--- src/rtl/uart_rx_mmio_if.sv ---
// uart_rx_mmio_if: CPU data-bus bundle between the processor (master) and
// the memory-mapped UART receiver (slave).
//   address  byte address of the access (dmem_addr)
//   re       read strobe, one cycle per load
//   we       write strobe (dmem_we)
//   data_in  write data (dmem_out)
//   rd_data  read data returned by the peripheral, combinational from address
interface uart_rx_mmio_if;
  logic [31:0] address;
  logic        re;
  logic        we;
  logic [31:0] data_in;
  logic [31:0] rd_data;

  modport master (output address, re, we, data_in, input rd_data);
  modport slave  (input address, re, we, data_in, output rd_data);
endinterface

--- src/rtl/uart_rx_mmio.sv ---
// uart_rx_mmio: memory-mapped 8N1 UART receiver with a small byte FIFO.
//   clk  system clock, rising edge
//   rst  synchronous active-high reset
//   rx   asynchronous serial input, idle high
//   bus  CPU data bus (slave side): DATA at BASE, STATUS at BASE+4
//   irq  registered level interrupt: FIFO non-empty or any sticky error flag
// STATUS = {24'h0, 2'b0, count[2:0], ferr, ovr, valid}.
module uart_rx_mmio #(
  parameter logic [31:0] BASE       = 32'h0000_0F10,
  parameter int          DIV        = 868,
  parameter int          DEPTH_LOG2 = 2
) (
  input  logic           clk,
  input  logic           rst,
  input  logic           rx,
  uart_rx_mmio_if.slave  bus,
  output logic           irq
);

  localparam int DEPTH = 1 << DEPTH_LOG2;
  localparam int CW    = $clog2(DIV);
  localparam int CNT_W = DEPTH_LOG2 + 1;
  localparam logic [CW-1:0] DIV_LAST  = CW'(DIV - 1);
  localparam logic [CW-1:0] HALF_LAST = CW'(DIV / 2 - 1);

  localparam logic [1:0] ST_IDLE  = 2'd0;
  localparam logic [1:0] ST_START = 2'd1;
  localparam logic [1:0] ST_DATA  = 2'd2;
  localparam logic [1:0] ST_STOP  = 2'd3;

  logic                  rx_meta_reg, rx_s_reg;
  logic [1:0]            state_reg;
  logic [CW-1:0]         cnt_reg;
  logic [2:0]            bit_reg;
  logic [7:0]            shift_reg;
  logic [7:0]            mem [DEPTH];
  logic [DEPTH_LOG2-1:0] wr_ptr_reg, rd_ptr_reg;
  logic [CNT_W-1:0]      count_reg;
  logic                  ovr_reg, ferr_reg, irq_reg;

  logic sel_data, sel_status, stop_sample, push_req, frame_err;
  logic full, pop, push, overrun, clr_ovr, clr_ferr, valid;
  logic [2:0] count3;
  logic unused_data_bits;

  assign sel_data    = (bus.address == BASE);
  assign sel_status  = (bus.address == BASE + 32'd4);
  assign valid       = (count_reg != '0);
  assign full        = (count_reg == CNT_W'(DEPTH));
  assign stop_sample = (state_reg == ST_STOP) && (cnt_reg == DIV_LAST);
  assign push_req    = stop_sample && rx_s_reg;
  assign frame_err   = stop_sample && !rx_s_reg;
  assign pop         = bus.re && sel_data && valid;
  // A simultaneous pop frees the slot, so a full FIFO still accepts the byte.
  assign push        = push_req && (!full || pop);
  assign overrun     = push_req && full && !pop;
  assign clr_ovr     = bus.we && sel_status && bus.data_in[1];
  assign clr_ferr    = bus.we && sel_status && bus.data_in[2];
  assign count3      = 3'(count_reg);
  assign unused_data_bits = ^{bus.data_in[31:3], bus.data_in[0]};
  assign irq         = irq_reg;

  // Two-flop synchronizer; resets to the idle line level.
  always_ff @(posedge clk) begin
    if (rst) begin
      rx_meta_reg <= 1'b1;
      rx_s_reg    <= 1'b1;
    end else begin
      rx_meta_reg <= rx;
      rx_s_reg    <= rx_meta_reg;
    end
  end

  // Receive FSM. START waits half a bit so later samples land mid-bit.
  always_ff @(posedge clk) begin
    if (rst) begin
      state_reg <= ST_IDLE;
      cnt_reg   <= '0;
      bit_reg   <= '0;
      shift_reg <= '0;
    end else begin
      case (state_reg)
        ST_IDLE: begin
          cnt_reg <= '0;
          if (!rx_s_reg) state_reg <= ST_START;
        end
        ST_START: begin
          if (cnt_reg == HALF_LAST) begin
            cnt_reg   <= '0;
            bit_reg   <= '0;
            state_reg <= rx_s_reg ? ST_IDLE : ST_DATA;
          end else begin
            cnt_reg <= cnt_reg + 1'b1;
          end
        end
        ST_DATA: begin
          if (cnt_reg == DIV_LAST) begin
            cnt_reg   <= '0;
            shift_reg <= {rx_s_reg, shift_reg[7:1]};
            if (bit_reg == 3'd7) state_reg <= ST_STOP;
            else                 bit_reg   <= bit_reg + 1'b1;
          end else begin
            cnt_reg <= cnt_reg + 1'b1;
          end
        end
        default: begin
          if (cnt_reg == DIV_LAST) begin
            cnt_reg   <= '0;
            state_reg <= ST_IDLE;
          end else begin
            cnt_reg <= cnt_reg + 1'b1;
          end
        end
      endcase
    end
  end

  // FIFO storage; contents need no reset because count gates every read.
  always_ff @(posedge clk) begin
    if (!rst && push) mem[wr_ptr_reg] <= shift_reg;
  end

  // Pointers, occupancy, sticky flags (set wins over clear) and irq.
  always_ff @(posedge clk) begin
    if (rst) begin
      wr_ptr_reg <= '0;
      rd_ptr_reg <= '0;
      count_reg  <= '0;
      ovr_reg    <= 1'b0;
      ferr_reg   <= 1'b0;
      irq_reg    <= 1'b0;
    end else begin
      if (push) wr_ptr_reg <= wr_ptr_reg + 1'b1;
      if (pop)  rd_ptr_reg <= rd_ptr_reg + 1'b1;
      case ({push, pop})
        2'b10:   count_reg <= count_reg + CNT_W'(1);
        2'b01:   count_reg <= count_reg - CNT_W'(1);
        default: count_reg <= count_reg;
      endcase
      ovr_reg  <= overrun   | (ovr_reg  & ~clr_ovr);
      ferr_reg <= frame_err | (ferr_reg & ~clr_ferr);
      // Built from registered state, so irq trails FIFO/flags by one cycle.
      irq_reg  <= valid | ovr_reg | ferr_reg;
    end
  end

  // Read mux; DATA shows the head (pre-pop) byte, 0 when empty.
  always_comb begin
    bus.rd_data = 32'h0;
    if (sel_data && valid)
      bus.rd_data = {24'h0, mem[rd_ptr_reg]};
    else if (sel_status)
      bus.rd_data = {24'h0, 2'b00, count3, ferr_reg, ovr_reg, valid};
  end

endmodule
--- src/flat_wrapper.sv ---
// flat-port wrapper written by rule: the top's interface ports become plain ports
module uart_rx_mmio_flat 
#(
  parameter logic [31:0] BASE       = 32'h0000_0F10,
  parameter int          DIV        = 868,
  parameter int          DEPTH_LOG2 = 2
)
  (clk, rst, rx, irq, bus_address, bus_re, bus_we, bus_data_in, bus_rd_data);
  uart_rx_mmio_if bus_i ();
  input  logic clk;
  input  logic rst;
  input  logic rx;
  output logic irq;
  input wire logic [$bits(bus_i.address)-1:0] bus_address;
  input wire logic [$bits(bus_i.re)-1:0] bus_re;
  input wire logic [$bits(bus_i.we)-1:0] bus_we;
  input wire logic [$bits(bus_i.data_in)-1:0] bus_data_in;
  output wire logic [$bits(bus_i.rd_data)-1:0] bus_rd_data;
  assign bus_i.address = bus_address;
  assign bus_i.re = bus_re;
  assign bus_i.we = bus_we;
  assign bus_i.data_in = bus_data_in;
  assign bus_rd_data = bus_i.rd_data;
  uart_rx_mmio #(.BASE(BASE), .DIV(DIV), .DEPTH_LOG2(DEPTH_LOG2)) u_core (.clk(clk), .rst(rst), .rx(rx), .bus(bus_i), .irq(irq));
endmodule
--- config.mk ---
export PLATFORM = sky130hd
export DESIGN_NAME = uart_rx_mmio_flat
export DESIGN_NICKNAME = d
export VERILOG_FILES = /design/src/rtl/uart_rx_mmio_if.sv /design/src/rtl/uart_rx_mmio.sv /design/src/flat_wrapper.sv
export SDC_FILE = /design/constraint.sdc
export NUM_CORES = 1
export LEC_CHECK = 0
export BUFFER_PORTS_ARGS = -buffer_cell sky130_fd_sc_hd__buf_2
export CAP_MARGIN = 10
export CORE_AREA = 5 5 71 99
export CTS_BUF_LIST = sky130_fd_sc_hd__clkbuf_8
export DETAILED_ROUTE_END_ITERATION = 12
export DIE_AREA = 0 0 76 104
export PLACE_DENSITY = 0.85
export SLEW_MARGIN = 20
export SYNTH_ARGS = -nofsm -noshare
export SYNTH_HDL_FRONTEND = slang
export SYNTH_SLANG_ARGS = --single-unit
--- constraint.sdc ---
create_clock -name clk -period 4.86 [get_ports clk]
set_input_delay 0.972 -clock clk [delete_from_list [all_inputs] [get_ports clk]]
set_output_delay 0.972 -clock clk [all_outputs]
set_load 0.02 [all_outputs]
==> flow_metrics.tcl, run 1 <==
set metrics [dict create \
    outcome "finished clean" \
    grt_pass1_vias 2250 \
    core-area_mm2 0.00608 \
    syn_to_final_growth_pct 13.0 \
    die_h_um 104 \
    syn_area_mm2 0.00330 \
    pre_cts_slack_ps 1120 \
    vdd_drop_max_v 0.000146 \
    ys.flop_type "dfxtp_1" \
    setup_tns_ps 0 \
    clk_latency_ps 350 \
    dpl-instance-area_mm2 0.00350 \
    fin_skew_ps 7.02 \
    setup_viol 0 \
    path_clk_slew_ps 70 \
    synth_common_cells "dfxtp_1 (37), nor2_1 (33), edfxtp_1 (32)" \
    drt-initial-drc-count 111 \
    yosysUniqueCellTypes 47 \
    cts-root-buf "clkbuf_8" \
    gp_congestion 0.812 \
    gr-total-overflow 0 \
    yosysTopAreaCellShare 0.291 \
    ys_seq_area_frac 0.516 \
    pin_count 102 \
    synthCells 277 \
    yosysMostFrequentCell "dfxtp_1" \
    drive_gt1_frac 0.269 \
    dieArea_mm2 0.00790 \
    avgSynthCellArea_um2 11.9 \
    max_clock_freq_ghz 0.283 \
    port_buffers 47 \
    seq_area_mm2 0.00170 \
    avgRoutedWirePerCell_um 15.8 \
    diodes 0 \
    synth-edff-count 32 \
    finalHoldViolCount 0 \
    power.total_mw 1.16 \
    post_cts_buffers 0 \
    synthTopCellsByArea "edfxtp_1 (29%), dfxtp_1 (22%), buf_4 (5.5%)" \
    viasPerCell 5.48 \
    fin_util 0.613 \
    clk_path_buf_depth 2 \
    cts_buffers 9 \
    final_area_mm2 0.00373 \
    vias 2209 \
    fin_ws_ps 1330 \
    grt_start_max_net_pins 33 \
    postCtsResizedCells 0 \
    hp-class "reg -> reg" \
    fin_crit_sh 0.726 \
    leakagePower_nw 1.51 \
    rsz0062_at_grt "no" \
    critPathArrivalTime_ps 2560 \
    fin_hold_ws_ps 413 \
    start_kind "input port" \
    drt_wl_total_um 6370 \
    multiInputGateArea_mm2 0.00145 \
    nets 405 \
    start_util 0.543 \
    clkSinkCount 69 \
    ys_ff_latch 69 \
    cp-end-kind "output pin" \
    drc 0 \
    ctsHoldBuffers 0 \
    antenna_found_initial 0 \
    cap_viol_max_count 0 \
    drtAntennaViolNets 0 \
    grt_pass1_wl_um 10800 \
    period_needed_ps 3530 \
    rows 34 \
    powerDensity_mw_per_mm2 312 \
    fin_cells 403 \
    ys_async_sr_fraction 0 \
    ys.warnings.count 0 \
    largest_reg_flops 32 \
    synth_top_cell_by_area "edfxtp_1" \
    die_w_um 76 \
    slew_viol_final 0 \
    max_slew.worst_pin.slew_ps 891 \
    path_max_fanout 7 \
    hpwlAfterDp_um 4680 \
    slew_headroom 0.401 \
    critPathRequiredTime_ps 3890 \
    track_usage 0.170 \
    cts_tree "done" \
    fillers 463 \
    firstDrtPassIters 4 \
    crit_type "in -> out" \
    cts_htree_levels 3 \
    place_inst 387 \
]
-- critical path: stages --
cell,delay (ps)
buf_2,100
nor4_2,330
nand4_2,220
nor4_1,390
buf_4,230
a22o_1,140
buf_2,160
-- path summary, 6_finish.rpt --
kind | startpoint | slack [ps] | cells past startpoint | to
max | bus_address[22] | 1330 | 7 | bus_rd_data[3]
min | u_core.rx_meta_reg | 410 | 1 | u_core.rx_s_reg
max reg2reg | u_core.cnt_reg[0] | 1870 | 10 | u_core.count3[2]
min reg2reg | u_core.rx_meta_reg | 410 | 1 | u_core.rx_s_reg
-- routing by layer --
layer  wire [µm]  part of all wire  vias up  GRT usage
met5           0                 0        -          0
met2        3330              0.52       86      0.294
met3         454             0.071       16     0.0520
met1        2380              0.37     1041      0.179
li1            -                 -     1066          -
met4         204             0.032        0      0.101
-- placed cells by master, fill, tap and decap left out, types with 5 or more instances in the layout --
master     n
a21oi_1    6
a22o_1     5
and2_1     6
buf_2     47
clkbuf_8  10
conb_1    24
dfxtp_1   37
edfxtp_1  32
ha_1       9
inv_1      6
mux2i_1   12
mux4_2     8
nand2_1   10
nand2b_1   5
nand4_1    7
nor2_1    33
nor3_1     5
xor2_1     8
-- power by group --
part           switching [mW]  internal [mW]
registers             0.00196          0.603
logic                  0.0335         0.0165
clock network           0.208          0.301
total                   0.243          0.921
-- cell families after synthesis --
logic type	after synthesis	synth area share
xor gates and xnor gates	11	0.0292
and+or+nand+nor	104	0.200
DFF	69	0.516
adders and majority gates	10	0.0402
AOI/OAI and AO/OA	22	0.0478
other	1	0.00114
muxes	21	0.0944
buffers and inverters	39	0.0720
-- cell type report --
class,count,area share
flip-flops and latches,69,0.456
multi-input cells,192,0.388
repair buffers,48,0.0651
clock buffers,10,0.0369
well taps,72,0.0242
clock inverters,6,0.0232
inverters,6,0.00604
Power figures use the tool's default switching activity.
==> inputs of run 2 (changes only) <==
--- a/config.mk
+++ b/config.mk
@@ -7,11 +7,11 @@
 export LEC_CHECK = 0
 export BUFFER_PORTS_ARGS = -buffer_cell sky130_fd_sc_hd__buf_2
 export CAP_MARGIN = 10
-export CORE_AREA = 5 5 71 99
+export CORE_AREA = 5 5 77 107
 export CTS_BUF_LIST = sky130_fd_sc_hd__clkbuf_8
 export DETAILED_ROUTE_END_ITERATION = 12
-export DIE_AREA = 0 0 76 104
-export PLACE_DENSITY = 0.85
+export DIE_AREA = 0 0 82 112
+export PLACE_DENSITY = 0.76
 export SLEW_MARGIN = 20
 export SYNTH_ARGS = -nofsm -noshare
 export SYNTH_HDL_FRONTEND = slang
==> constraint.sdc (replaced) <==
create_clock -name clk -period 2.94 [get_ports clk]
set_input_delay 0.588 -clock clk [delete_from_list [all_inputs] [get_ports clk]]
set_output_delay 0.588 -clock clk [all_outputs]
set_load 0.02 [all_outputs]
==> run 2 against run 1 <==
  * Critical endpoint unchanged
  * Combinational power up 67%
  * Sequential cell count unchanged
  * Clock power up 61%
  * Largest power group unchanged
==> flow_metrics.tcl, run 2 (synthesis gave the netlist of run 1 again) <==
set metrics [dict create \
    postCtsResizedCells 0 \
    crit_family "simple AND/OR/NAND/NOR gates" \
    cts-root-buf "clkbuf_8" \
    setup_viol 0 \
    fin_skew_ps 9.66 \
    clk_path_buf_depth 2 \
    final_cell_mix "buf_2 (47), dfxtp_1 (37), nor2_1 (33)" \
    slowest_delay_ps 340 \
    gp_congestion 0.786 \
    final_common_cell "buf_2" \
    grt_pass1_vias 2169 \
    drt_wl_total_um 6430 \
    clk_latency_ps 350 \
    grt_start_max_net_pins 33 \
    cts_buffers 9 \
    drive_gt1_frac 0.306 \
    clkSinkCount 69 \
    period_needed_ps 2780 \
    viasPerCell 5.11 \
    vdd_drop_max_v 0.000214 \
    cap_viol_max_count 0 \
    drc 0 \
    leakagePower_nw 1.58 \
    start_util 0.457 \
    worstSetupStartpoint "bus_address[18]" \
    dieArea_mm2 0.00918 \
    rows 37 \
    syn_to_final_growth_pct 17.6 \
    critical_path.slowest_cell "nor4_2" \
    firstDrtPassIters 5 \
    cp-end-kind "output pin" \
    max_clock_freq_ghz 0.360 \
    r2r_end "u_core.count3[2]" \
    max_slew.worst_pin.slew_ps 762 \
    vias 2262 \
    powerDensity_mw_per_mm2 491 \
    start_kind "input port" \
    nets 420 \
    drtAntennaViolNets 0 \
    fin_crit_sh 0.945 \
    die_h_um 112 \
    track_usage 0.144 \
    cp.depth 8 \
    drt-initial-drc-count 102 \
    gr-total-overflow 0 \
    finalHoldViolCount 0 \
    endpoint "bus_rd_data[3]" \
    fin_hold_ws_ps 416 \
    path_max_fanout 7 \
    path_clk_slew_ps 70 \
    avgRoutedWirePerCell_um 14.5 \
    slew_viol_final 0 \
    port_buffers 47 \
    outcome "finished clean" \
    hpwlAfterDp_um 4830 \
    cts_tree "done" \
    antenna_found_initial 0 \
    crit_type "in -> out" \
    cts_htree_levels 3 \
    grt_pass1_wl_um 9860 \
    hp-class "reg -> reg" \
    pin_count 102 \
    core-area_mm2 0.00722 \
    rsz0062_at_grt "no" \
    crit_buf_inv 4 \
    post_cts_buffers 0 \
    ff2ff_path_depth 10 \
    die_w_um 82 \
    crit_path_cell_trace "buf_2 > nor4_2 > nand4_2 > buf_4 > nor4_1 > buf_4 > a22o_1 > buf_2" \
    critPathArrivalTime_ps 2190 \
    r2r_slack_ps 350 \
    ctsHoldBuffers 0 \
    setup_tns_ps 0 \
    diodes 0 \
    largest_reg_flops 32 \
    slew_headroom 0.488 \
    r2r-start "u_core.cnt_reg[0]" \
    fin_util 0.538 \
    critPathRequiredTime_ps 2350 \
]
-- run 2: power breakdown --
group / switching [mW] / internal (mW) / total (mW) / leakage [nW]
clock network: 0.350 / 0.472 / 0.822 / 0.107
logic: 0.0561 / 0.0272 / 0.0833 / 0.877
registers: 0.00317 / 0.997 / 1.00 / 0.595
total: 0.409 / 1.50 / 1.91 / 1.58
-- run 2: area by class of cell --
cell class	instances	area (µm²)
clock buffers	9	124
clock inverters	7	90.1
fillers	636	3340
inverters	6	22.5
multi-input cells	192	1460
flip-flops and latches	69	1700
well taps	97	121
repair buffers	63	368
-- run 2: worst register-to-register path, stage by stage (launching register included) --
cell and delay, ps:
dfxtp_1 420, ha_1 190, and3_1 140, nand4_1 120
or2_2 370, nand2b_1 170, ha_2 200, fa_2 330
xnor2_1 130, or3_1 300, a21oi_1 150
-- run 2: per-stage QoR --
| stage | power, mW | cells | instance area (µm²) | setup WS [ps] |
|---|---|---|---|---|
| finish | 1.91 | 443 | 3880 | 162 |
| global route | 1.97 | 443 | 3880 | 5.67 |
| CTS | 1.92 | 443 | 3880 | 133 |
| detailed placement | 1.10 | 427 | 3670 | -167 |
| global placement | 1.10 | 427 | 3670 | -137 |
| floorplan | 1.09 | 300 | 3390 | 21.1 |
-- run 2: worst min-delay path by stage --
stage | from | depth (start not counted) | to | slack [ps]
after floorplan | u_core.rx_meta_reg | 1 | u_core.rx_s_reg | 390
after global placement | u_core.rx_meta_reg | 1 | u_core.rx_s_reg | 390
after detailed placement | u_core.rx_meta_reg | 1 | u_core.rx_s_reg | 400
after CTS | rx | 2 | u_core.rx_meta_reg | 410
after global routing | rx | 2 | u_core.rx_meta_reg | 420
final | u_core.rx_meta_reg | 1 | u_core.rx_s_reg | 420
-- run 2: per-layer routing --
layer | share of wire | vias up | global-route usage
met5 | 0 | - | 0
met3 | 0.083 | 14 | 0.0421
met4 | 0.025 | 0 | 0.0710
li1 | - | 1092 | -
met2 | 0.52 | 74 | 0.259
met1 | 0.37 | 1082 | 0.145
